--- src/rtl/config_stream_loader.sv ---
// Upstream driver of the tile configuration chain: clears the chain, then serialises host words
// MSB-first onto it. Define CONFIG_LOADER_CRC_EN to add a CRC-8 check word after the last chain bit.
module config_stream_loader #(
    parameter int WORD_WIDTH   = 8,
    parameter int CHAIN_LENGTH = 96,
    parameter int CLEAR_CYCLES = 2
) (
    input  logic                  clock,
    input  logic                  reset,
    input  logic                  start,
    input  logic                  abort,
    input  logic [WORD_WIDTH-1:0] word_data,
    input  logic                  word_valid,
    output logic                  word_ready,
    output logic                  config_data_out,
    output logic                  config_enable,
    output logic                  config_nreset,
    output logic                  busy,
    output logic                  done,
    output logic                  error,
    output logic [2:0]            state_dbg
);
    // Handshake: a word is taken on every rising edge where word_valid && word_ready are both high;
    // word_ready is a registered output and never looks at word_valid in the same cycle.

    localparam int CNT_W = $clog2(CHAIN_LENGTH + 1);
    localparam int WB_W  = $clog2(WORD_WIDTH + 1);
    localparam int CLR_W = $clog2(CLEAR_CYCLES + 1);
    localparam logic [CNT_W-1:0] LAST_BIT  = CNT_W'(CHAIN_LENGTH - 1);
    localparam logic [WB_W-1:0]  LAST_WBIT = WB_W'(WORD_WIDTH - 1);
    localparam logic [CLR_W-1:0] LAST_CLR  = CLR_W'(CLEAR_CYCLES - 1);

    typedef enum logic [2:0] {
        S_IDLE  = 3'd0,
        S_CLEAR = 3'd1,
        S_LOAD  = 3'd2,
        S_SHIFT = 3'd3
`ifdef CONFIG_LOADER_CRC_EN
        , S_CHECK = 3'd4
`endif
    } state_t;

    state_t                state_q, state_d;
    logic [CLR_W-1:0]      clr_cnt_q, clr_cnt_d;
    logic [CNT_W-1:0]      bit_cnt_q, bit_cnt_d;
    logic [WB_W-1:0]       word_bit_q, word_bit_d;
    logic [WORD_WIDTH-1:0] shreg_q, shreg_d;
    logic                  done_q, done_d;
    logic                  word_ready_q, word_ready_d;
    logic                  config_data_q, config_data_d;
    logic                  config_enable_q, config_enable_d;
    logic                  config_nreset_q, config_nreset_d;
    logic                  busy_q, busy_d;
    logic                  take_word;

    assign take_word = word_valid && word_ready_q;

`ifdef CONFIG_LOADER_CRC_EN
    logic [7:0] crc_q, crc_d;
    logic       error_q, error_d;

    // Bit-serial CRC-8, polynomial x^8+x^2+x+1, non-reflected.
    function automatic logic [7:0] crc8_step(input logic [7:0] crc, input logic bit_in);
        logic fb;
        fb = crc[7] ^ bit_in;
        return {crc[6:0], 1'b0} ^ (fb ? 8'h07 : 8'h00);
    endfunction
`endif

    // State register
    always_ff @(posedge clock or posedge reset) begin
        if (reset) begin
            state_q <= S_IDLE;
        end else begin
            state_q <= state_d;
        end
    end

    // Next-state and datapath update
    always_comb begin
        state_d    = state_q;
        clr_cnt_d  = clr_cnt_q;
        bit_cnt_d  = bit_cnt_q;
        word_bit_d = word_bit_q;
        shreg_d    = shreg_q;
        done_d     = done_q;
`ifdef CONFIG_LOADER_CRC_EN
        crc_d      = crc_q;
        error_d    = error_q;
`endif
        if (abort) begin
            state_d = S_IDLE;
            done_d  = 1'b0;
        end else begin
            case (state_q)
                S_IDLE: begin
                    if (start) begin
                        state_d   = S_CLEAR;
                        clr_cnt_d = '0;
                        done_d    = 1'b0;
`ifdef CONFIG_LOADER_CRC_EN
                        error_d   = 1'b0;
`endif
                    end
                end
                S_CLEAR: begin
                    bit_cnt_d  = '0;
                    word_bit_d = '0;
`ifdef CONFIG_LOADER_CRC_EN
                    crc_d      = 8'h00;
`endif
                    if (clr_cnt_q == LAST_CLR) begin
                        state_d = S_LOAD;
                    end else begin
                        clr_cnt_d = clr_cnt_q + 1'b1;
                    end
                end
                S_LOAD: begin
                    if (take_word) begin
                        shreg_d    = word_data;
                        word_bit_d = '0;
                        state_d    = S_SHIFT;
                    end
                end
                S_SHIFT: begin
                    // shreg_q MSB is the bit on config_data_out this cycle
                    shreg_d    = {shreg_q[WORD_WIDTH-2:0], 1'b0};
                    bit_cnt_d  = bit_cnt_q + 1'b1;
                    word_bit_d = word_bit_q + 1'b1;
`ifdef CONFIG_LOADER_CRC_EN
                    crc_d      = crc8_step(crc_q, shreg_q[WORD_WIDTH-1]);
`endif
                    if (bit_cnt_q == LAST_BIT) begin
`ifdef CONFIG_LOADER_CRC_EN
                        state_d = S_CHECK;
`else
                        state_d = S_IDLE;
                        done_d  = 1'b1;
`endif
                    end else if (word_bit_q == LAST_WBIT) begin
                        state_d = S_LOAD;
                    end
                end
`ifdef CONFIG_LOADER_CRC_EN
                S_CHECK: begin
                    if (take_word) begin
                        state_d = S_IDLE;
                        done_d  = 1'b1;
                        error_d = (word_data[7:0] != crc_q);
                    end
                end
`endif
                default: begin
                    state_d = S_IDLE;
                end
            endcase
        end
    end

    // Output decode from the upcoming state so every output is a plain flop
    always_comb begin
        word_ready_d    = (state_d == S_LOAD);
`ifdef CONFIG_LOADER_CRC_EN
        word_ready_d    = word_ready_d || (state_d == S_CHECK);
`endif
        config_enable_d = (state_d == S_SHIFT);
        config_data_d   = config_enable_d && shreg_d[WORD_WIDTH-1];
        config_nreset_d = (state_d != S_CLEAR);
        busy_d          = (state_d != S_IDLE);
    end

    always_ff @(posedge clock or posedge reset) begin
        if (reset) begin
            clr_cnt_q       <= '0;
            bit_cnt_q       <= '0;
            word_bit_q      <= '0;
            shreg_q         <= '0;
            done_q          <= 1'b0;
            word_ready_q    <= 1'b0;
            config_data_q   <= 1'b0;
            config_enable_q <= 1'b0;
            config_nreset_q <= 1'b0;
            busy_q          <= 1'b0;
        end else begin
            clr_cnt_q       <= clr_cnt_d;
            bit_cnt_q       <= bit_cnt_d;
            word_bit_q      <= word_bit_d;
            shreg_q         <= shreg_d;
            done_q          <= done_d;
            word_ready_q    <= word_ready_d;
            config_data_q   <= config_data_d;
            config_enable_q <= config_enable_d;
            config_nreset_q <= config_nreset_d;
            busy_q          <= busy_d;
        end
    end

`ifdef CONFIG_LOADER_CRC_EN
    always_ff @(posedge clock or posedge reset) begin
        if (reset) begin
            crc_q   <= 8'h00;
            error_q <= 1'b0;
        end else begin
            crc_q   <= crc_d;
            error_q <= error_d;
        end
    end

    assign error = error_q;
`else
    assign error = 1'b0;
`endif

    assign word_ready      = word_ready_q;
    assign config_data_out = config_data_q;
    assign config_enable   = config_enable_q;
    assign config_nreset   = config_nreset_q;
    assign busy            = busy_q;
    assign done            = done_q;
    assign state_dbg       = state_q;

endmodule
--- config.mk ---
export PLATFORM = sky130hd
export DESIGN_NAME = config_stream_loader
export DESIGN_NICKNAME = d
export VERILOG_FILES = /design/src/rtl/config_stream_loader.sv
export SDC_FILE = /design/constraint.sdc
export NUM_CORES = 1
export LEC_CHECK = 0
export ABC_AREA = 0
export CAP_MARGIN = 20
export CORE_ASPECT_RATIO = 1.25
export CORE_UTILIZATION = 47
export CTS_CLUSTER_DIAMETER = 60
export DETAILED_ROUTE_END_ITERATION = 16
export GPL_TIMING_DRIVEN = 0
export HOLD_SLACK_MARGIN = 0.15
export PLACE_DENSITY_LB_ADDON = 0.25
export SETUP_SLACK_MARGIN = 0.15
export SLEW_MARGIN = 10
export SYNTH_ARGS = -nofsm -noshare
export SYNTH_HDL_FRONTEND = slang
export SYNTH_SLANG_ARGS = --single-unit
export TNS_END_PERCENT = 5
--- constraint.sdc ---
create_clock -name clock -period 1.55 [get_ports clock]
set_input_delay 0.2325 -clock clock [delete_from_list [all_inputs] [get_ports clock]]
set_output_delay 0.2325 -clock clock [all_outputs]
set_load 0.01 [all_outputs]
==> results.sh, run 1 <==
export IMPL_slew_headroom_pct=57.77
export IMPL_die_width_microns=51.86
export IMPL_grt_max_degree=17
export IMPL_vias_per_cell=5.714
export IMPL_drc_errors=0
export IMPL_startpoint_type="flop"
export IMPL_clk_latency_ps=330
export IMPL_stdcell_area_sq_um=1999
export IMPL_num_nets_final=203
export IMPL_worst_pin_slew_ps=632.8
export IMPL_fin_crit_ps=1593
export IMPL_cp_arrival_ps=1810
export IMPL_worst_path_max_delay_cell="dfrtp_2"
export IMPL_cts_root_buf="clkbuf_4"
export IMPL_peakVddDrop_mv=0.5795
export IMPL_synth_area_leaders="dfrtp_1, nand2_1, o21ai_0"
export IMPL_synth_seq_cells=30
export IMPL_drive_gt1_share_pct=26.60
export IMPL_yosysMostFrequentCell="dfrtp_1"
export IMPL_p_leak_nw=0.8804
export IMPL_clkSinkCount=30
export IMPL_start_util_pct=49.58
export IMPL_rows=22
export IMPL_synth_async_reset_ratio_pct=100.0
export IMPL_crit_family="simple AND/OR/NAND/NOR gates"
export IMPL_grt_pass1_vias=1278
export IMPL_gr_total_overflow=0
export IMPL_fillCellCount=228
export IMPL_grt_first_pass_wirelength_mm=5.720
export IMPL_drv_cap=0
export IMPL_r2r_slack_ps=-40
export IMPL_multi_input_area_sq_um=770.7
export IMPL_ys_seq_area_share_pct=51.41
export IMPL_dr_pass1_iters=4
export IMPL_fmax_mhz=627.9
export IMPL_synth_top_cell_by_area="dfrtp_1"
export IMPL_seqCellArea_sq_um=754.5
export IMPL_cp_cell_sequence="or2_1 -> buf_6 -> or3_4 -> a22oi_2 -> a211oi_2"
export IMPL_critPathMaxStageDelay_ps=420
export IMPL_synth_top_area_share_pct=51.41
export IMPL_antenna_found_initial=0
export IMPL_cts_max_level=2
export IMPL_dieArea_sq_um=3335
export IMPL_drtAntennaViolNets=0
export IMPL_antennaDiodeCount=0
export IMPL_violations="negative setup slack"
export IMPL_critPathKind="reg -> reg"
export IMPL_outcome="finished with violations"
export IMPL_grt_usage_pct=23.79
export IMPL_synthesis_area_sq_um=1460
export IMPL_num_io_pins=23
export IMPL_route_final_wire_length_mm=3.559
export IMPL_finalCritPeriodShare_pct=102.7
export IMPL_setup_viol=2
export IMPL_synth_flop_cell="dfrtp_1"
export IMPL_timing_hold_ws_ps=274.0
export IMPL_end_kind="flop"
export IMPL_ys_types=39
export IMPL_gp_congestion=0.7510
export IMPL_clockBufferDepth=2
export IMPL_drv_slew=0
export IMPL_avgSynthCellArea_sq_um=9.670
export IMPL_synth_edf_count=0
export IMPL_wire_per_inst_microns=15.89
export IMPL_drtIter0Drc=27
export IMPL_p_per_area_nw_per_um2=721.5
export IMPL_dpl_cell_area_sq_um=1742
export IMPL_fin_ws_ps=-42.61
export IMPL_min_path_type="in -> async"
export IMPL_cts_buffers=5
export IMPL_crit_fanout=5
export IMPL_finClkSkew_ps=4.383
export IMPL_num_vias=1280
export IMPL_placement_io_buffers=21
export IMPL_yosys_warnings=0
export IMPL_final_hold_viol_count=0
export IMPL_rsz0062_at_grt="yes"
export IMPL_cts_tree="yes"
export IMPL_dpl_hpwl_mm=2.290
export IMPL_syn_to_final_growth_pct=36.93
export IMPL_synth_common_cells="dfrtp_1, nand2_1, o21ai_0, nand3_1"
export IMPL_coreArea_sq_um=2945
export IMPL_postSynthCellCount=151
export IMPL_path_clk_slew_ps=90
export IMPL_cp_num_buf_inv=1
export IMPL_cp_required_ps=1770
export IMPL_die_h_microns=64.32
## worst reg2reg max path: stages (launching register included)
cell and delay [ps]:
dfrtp_2 420, or2_1 220, buf_6 140, or3_4 370, a22oi_2 230, a211oi_2 100
## final timing paths
path,start,endpoint,cells past startpoint
max in group asynchronous,reset,state_dbg[2]$_DFF_PP0_,3
hold reg to reg,shreg_q[1]$_DFFE_PP0P_,shreg_q[1]$_DFFE_PP0P_,2
min in group clock,abort,done$_DFFE_PP0P_,2
setup reg to reg,state_dbg[2]$_DFF_PP0_,config_data_out$_DFF_PP0_,5
hold / removal,reset,done$_DFFE_PP0P_,2
setup / recovery,state_dbg[2]$_DFF_PP0_,config_data_out$_DFF_PP0_,5
## layout by cell type, fill, tap and decap left out, types with 2 or more instances in the layout
cell type and count:
conb_1 2, nor2_1 3, nor2b_1 3, o21ai_1 8, clkdlybuf4s50_1 11, dfrtp_1 27, nand3_1 8, buf_8 2
dlygate4sd2_1 10, a21oi_1 4, nor3_2 2, inv_1 6, buf_6 4, o21ai_0 8, a21o_1 2, o21ai_2 3
a22o_1 4, clkbuf_4 6, a31oi_1 2, a22oi_1 6, and3_1 2, buf_4 7, clkbuf_8 2, dfrtp_2 3
nand2_1 19, nand2_2 5
## sequential cells by signal, indices dropped and copies added (netlist names)
register	count
config_nreset	1
shreg_q	8
word_bit_q	4
busy	1
state_dbg	3
config_enable	1
config_data_out	1
bit_cnt_q	7
clr_cnt_q	2
word_ready	1
done	1
## metrics by stage
stage	setup slack, ps	cells	utilization, %	total power (W)	setup TNS [ps]
after global placement	-378.3	209	58.62	0.0009358	-7825
after detailed placement	-398.8	210	59.13	0.0009427	-7784
final	-42.61	224	67.88	0.001443	-59.42
after global routing	-95.04	224	67.88	0.001506	-445.0
after floorplan	-31.02	152	-	0.0008806	-93.93
after CTS	-31.72	223	64.70	0.001441	-63.63
## cells by family after synthesis
logic type	Yosys count	synth area share, %
compound gates	47	21.59
fa+ha+maj	3	2.571
buf+inv	14	4.713
flops	30	51.41
mux	1	0.6855
other cells	1	0.2568
simple gates	55	18.77
## per-layer routing
layer	wire length [microns]	share of wire [%]	global-route usage, %
met1	1403	39	27.43
met2	1873	53	38.30
met3	197	5.5	8.095
met4	85	2.4	11.82
met5	0	0	0
## layout make-up
class                           count  area share, %
Buffer                              8          4.068
Inverter                            6          1.126
Sequential cell                    30          37.73
Timing Repair Buffer               28          13.27
Clock buffer                        7          2.753
Clock inverter                      1         0.2503
Tap cell                           36          2.253
Multi-Input combinational cell    108          38.55
## power breakdown
part | leakage [nW] | internal, W | switching (W)
Combinational | 0.440 | 0.0000717 | 0.0000749
Clock | 0.0353 | 0.000219 | 0.000271
Sequential | 0.405 | 0.000796 | 0.0000100
## what timing repair did
action	4_1_cts	5_1_grt
endpoints found under the setup margin	36	28
gates cloned	0	0
pin swaps	12	17
hold buffers	0	0
buffers inserted	5	1
resized for setup	30	27
Note: power is estimated with default switching activity, not from simulation.
==> run 2, diff against run 1 <==
--- a/config.mk
+++ b/config.mk
@@ -13,7 +13,7 @@
 export DETAILED_ROUTE_END_ITERATION = 16
 export GPL_TIMING_DRIVEN = 0
 export HOLD_SLACK_MARGIN = 0.15
-export PLACE_DENSITY_LB_ADDON = 0.25
+export PLACE_DENSITY = 0.84
 export SETUP_SLACK_MARGIN = 0.15
 export SLEW_MARGIN = 10
 export SYNTH_ARGS = -nofsm -noshare
==> run 2 against run 1 <==
The run still ends with negative setup slack left; sequential share of layout area grew 1.8 points; worst hold slack gained 9.3 ps; via count fell by 1.4%; first-iteration DRC count down 30%; flip-flop and latch count stayed put; clock power down 3%; setup slack better by 37 ps; critical path depth unchanged; critical endpoint unchanged; largest cell class is now flip-flops and latches.
==> results.sh, run 2 (same netlist as run 1, synthesis figures left out) <==
export IMPL_top_register="shreg_q"
export IMPL_placement_io_buffers=21
export IMPL_rsz0062_at_grt="yes"
export IMPL_p_leak_nw=0.8452
export IMPL_clockBufferDepth=2
export IMPL_reg_largest_list="shreg_q: 8 flops, bit_cnt_q: 7 flops, word_bit_q: 4 flops"
export IMPL_fin_crit_ps=1555
export IMPL_cts_buffers=5
export IMPL_cts_max_level=2
export IMPL_coreArea_sq_um=2945
export IMPL_grt_max_degree=31
export IMPL_outcome="finished with violations"
export IMPL_drtIter0Drc=19
export IMPL_finClkSkew_ps=12.39
export IMPL_p_per_area_nw_per_um2=737.3
export IMPL_final_hold_viol_count=0
export IMPL_drive_gt1_share_pct=22.40
export IMPL_switchingPower_w=0.0003378
export IMPL_largest_reg_flops=8
export IMPL_clkSinkCount=30
export IMPL_wire_per_inst_microns=15.78
export IMPL_syn_to_final_growth_pct=30.85
export IMPL_finalCritPeriodShare_pct=100.3
export IMPL_peakVddDrop_mv=0.5271
export IMPL_cp_required_ps=1760
export IMPL_num_nets_final=199
export IMPL_p_sw_share_pct=23.98
export IMPL_cp_cell_sequence="or2_1 -> buf_6 -> or3_4 -> a22oi_2 -> a211oi_1"
export IMPL_fmax_mhz=642.9
export IMPL_dr_pass1_iters=4
export IMPL_min_path_type="in -> async"
export IMPL_dpl_cell_area_sq_um=1727
export IMPL_worst_pin_slew_ps=612.3
export IMPL_final_common_cell="dfrtp_1"
export IMPL_grt_pass1_vias=1292
export IMPL_num_io_pins=23
export IMPL_vias_per_cell=5.763
export IMPL_cp_arrival_ps=1770
export IMPL_grt_usage_pct=24.08
export IMPL_cts_root_buf="clkbuf_4"
export IMPL_p_clk_share_pct=33.6
export IMPL_drv_cap=0
export IMPL_die_width_microns=51.86
export IMPL_gp_congestion=0.7628
export IMPL_crit_fanout=7
export IMPL_drv_slew=0
export IMPL_drtAntennaViolNets=0
export IMPL_path_clk_slew_ps=90
export IMPL_grt_first_pass_wirelength_mm=5.754
export IMPL_violations="negative setup slack"
export IMPL_slew_headroom_pct=59.12
export IMPL_drc_errors=0
export IMPL_layout_common_cells="dfrtp_1, nand2_1, clkdlybuf4s50_1"
export IMPL_critPathMaxStageDelay_ps=430
export IMPL_timing_hold_ws_ps=283.3
export IMPL_num_vias=1262
export IMPL_startpoint_type="flop"
export IMPL_rows=22
export IMPL_fin_ws_ps=-5.417
export IMPL_end_kind="flop"
export IMPL_clk_latency_ps=340
export IMPL_dieArea_sq_um=3335
export IMPL_dpl_hpwl_mm=2.291
export IMPL_cts_tree="yes"
export IMPL_p_int_w=0.001071
export IMPL_hold_buffers=0
export IMPL_gr_total_overflow=0
export IMPL_die_h_microns=64.32
export IMPL_setup_viol=1
export IMPL_critPathKind="reg -> reg"
export IMPL_worst_path_max_delay_cell="dfrtp_2"
export IMPL_start_util_pct=49.58
export IMPL_fillCellCount=239
export IMPL_route_final_wire_length_mm=3.456
export IMPL_stdcell_area_sq_um=1911
export IMPL_pwr_share_comb_pct=9.3
export IMPL_place_ws_ps=-400.9
export IMPL_seq_power_share_pct=57.2
export IMPL_antennaDiodeCount=0
export IMPL_antenna_found_initial=0
## run 2: repair_timing
item / in CTS / in global routing
resized for setup: 38 / 6
pin swaps: 22 / 4
setup endpoints to repair: 36 / 28
buffers inserted: 3 / 0
## run 2: per-layer routing
metal,vias up,share of wire [%],global-route usage [%]
li1,604,-,-
met1,613,41,25.12
met2,34,53,41.83
met3,11,4.0,8.095
met4,0,1.9,11.49
met5,-,0,0
## run 2: through the flow
| stage | utilization (%) | std cells | power [W] | TNS [ps] |
|---|---|---|---|---|
| floorplan | - | 152 | 0.0008806 | -93.93 |
| global placement | 58.62 | 209 | 0.0009345 | -7168 |
| detailed placement | 58.62 | 209 | 0.0009402 | -9677 |
| CTS | 64.23 | 219 | 0.001420 | -37.50 |
| global route | 64.87 | 219 | 0.001478 | -874.2 |
| finish | 64.87 | 219 | 0.001409 | -5.417 |
## run 2: area by class of cell
class / count / area, sq um / share of cell area [%]
sequential: 30 / 755.7 / 39.55
buffer: 8 / 78.83 / 4.126
timing repair buffer: 24 / 221.5 / 11.59
inverter: 6 / 22.52 / 1.179
clock buffer: 7 / 55.05 / 2.881
multi-input combinational: 108 / 732.0 / 38.31
tap: 36 / 45.04 / 2.358
## run 2: worst paths after layout
| path | start | to | slack, ps | depth (start not counted) |
|---|---|---|---|---|
| min in group clock | abort | done$_DFFE_PP0P_ | 330 | 2 |
| max | state_dbg[2]$_DFF_PP0_ | config_data_out$_DFF_PP0_ | -5 | 5 |
| max in group asynchronous | reset | bit_cnt_q[0]$_DFFE_PP0P_ | 830 | 2 |
| max reg2reg | state_dbg[2]$_DFF_PP0_ | config_data_out$_DFF_PP0_ | -5 | 5 |
| min reg2reg | clr_cnt_q[1]$_DFFE_PP0P_ | clr_cnt_q[1]$_DFFE_PP0P_ | 500 | 2 |
| min | reset | clr_cnt_q[0]$_DFFE_PP0P_ | 280 | 2 |
## run 2: power by group through the flow
stage	registers, W	clock network [W]	logic (W)
CTS	0.000805	0.000485	0.000130
global placement	0.000821	0	0.000114
floorplan	0.000822	0	0.0000590
global route	0.000808	0.000523	0.000147
detailed placement	0.000821	0	0.000119
finish	0.000805	0.000473	0.000130
## run 2: worst max-delay path: cells and delay by family, from the launching register on
| kind | cells | cell delay (ps) |
|---|---|---|
| DFF | 1 | 430 |
| buffers and inverters | 1 | 140 |
| and+or+nand+nor | 2 | 580 |
| AOI/OAI and AO/OA | 2 | 280 |
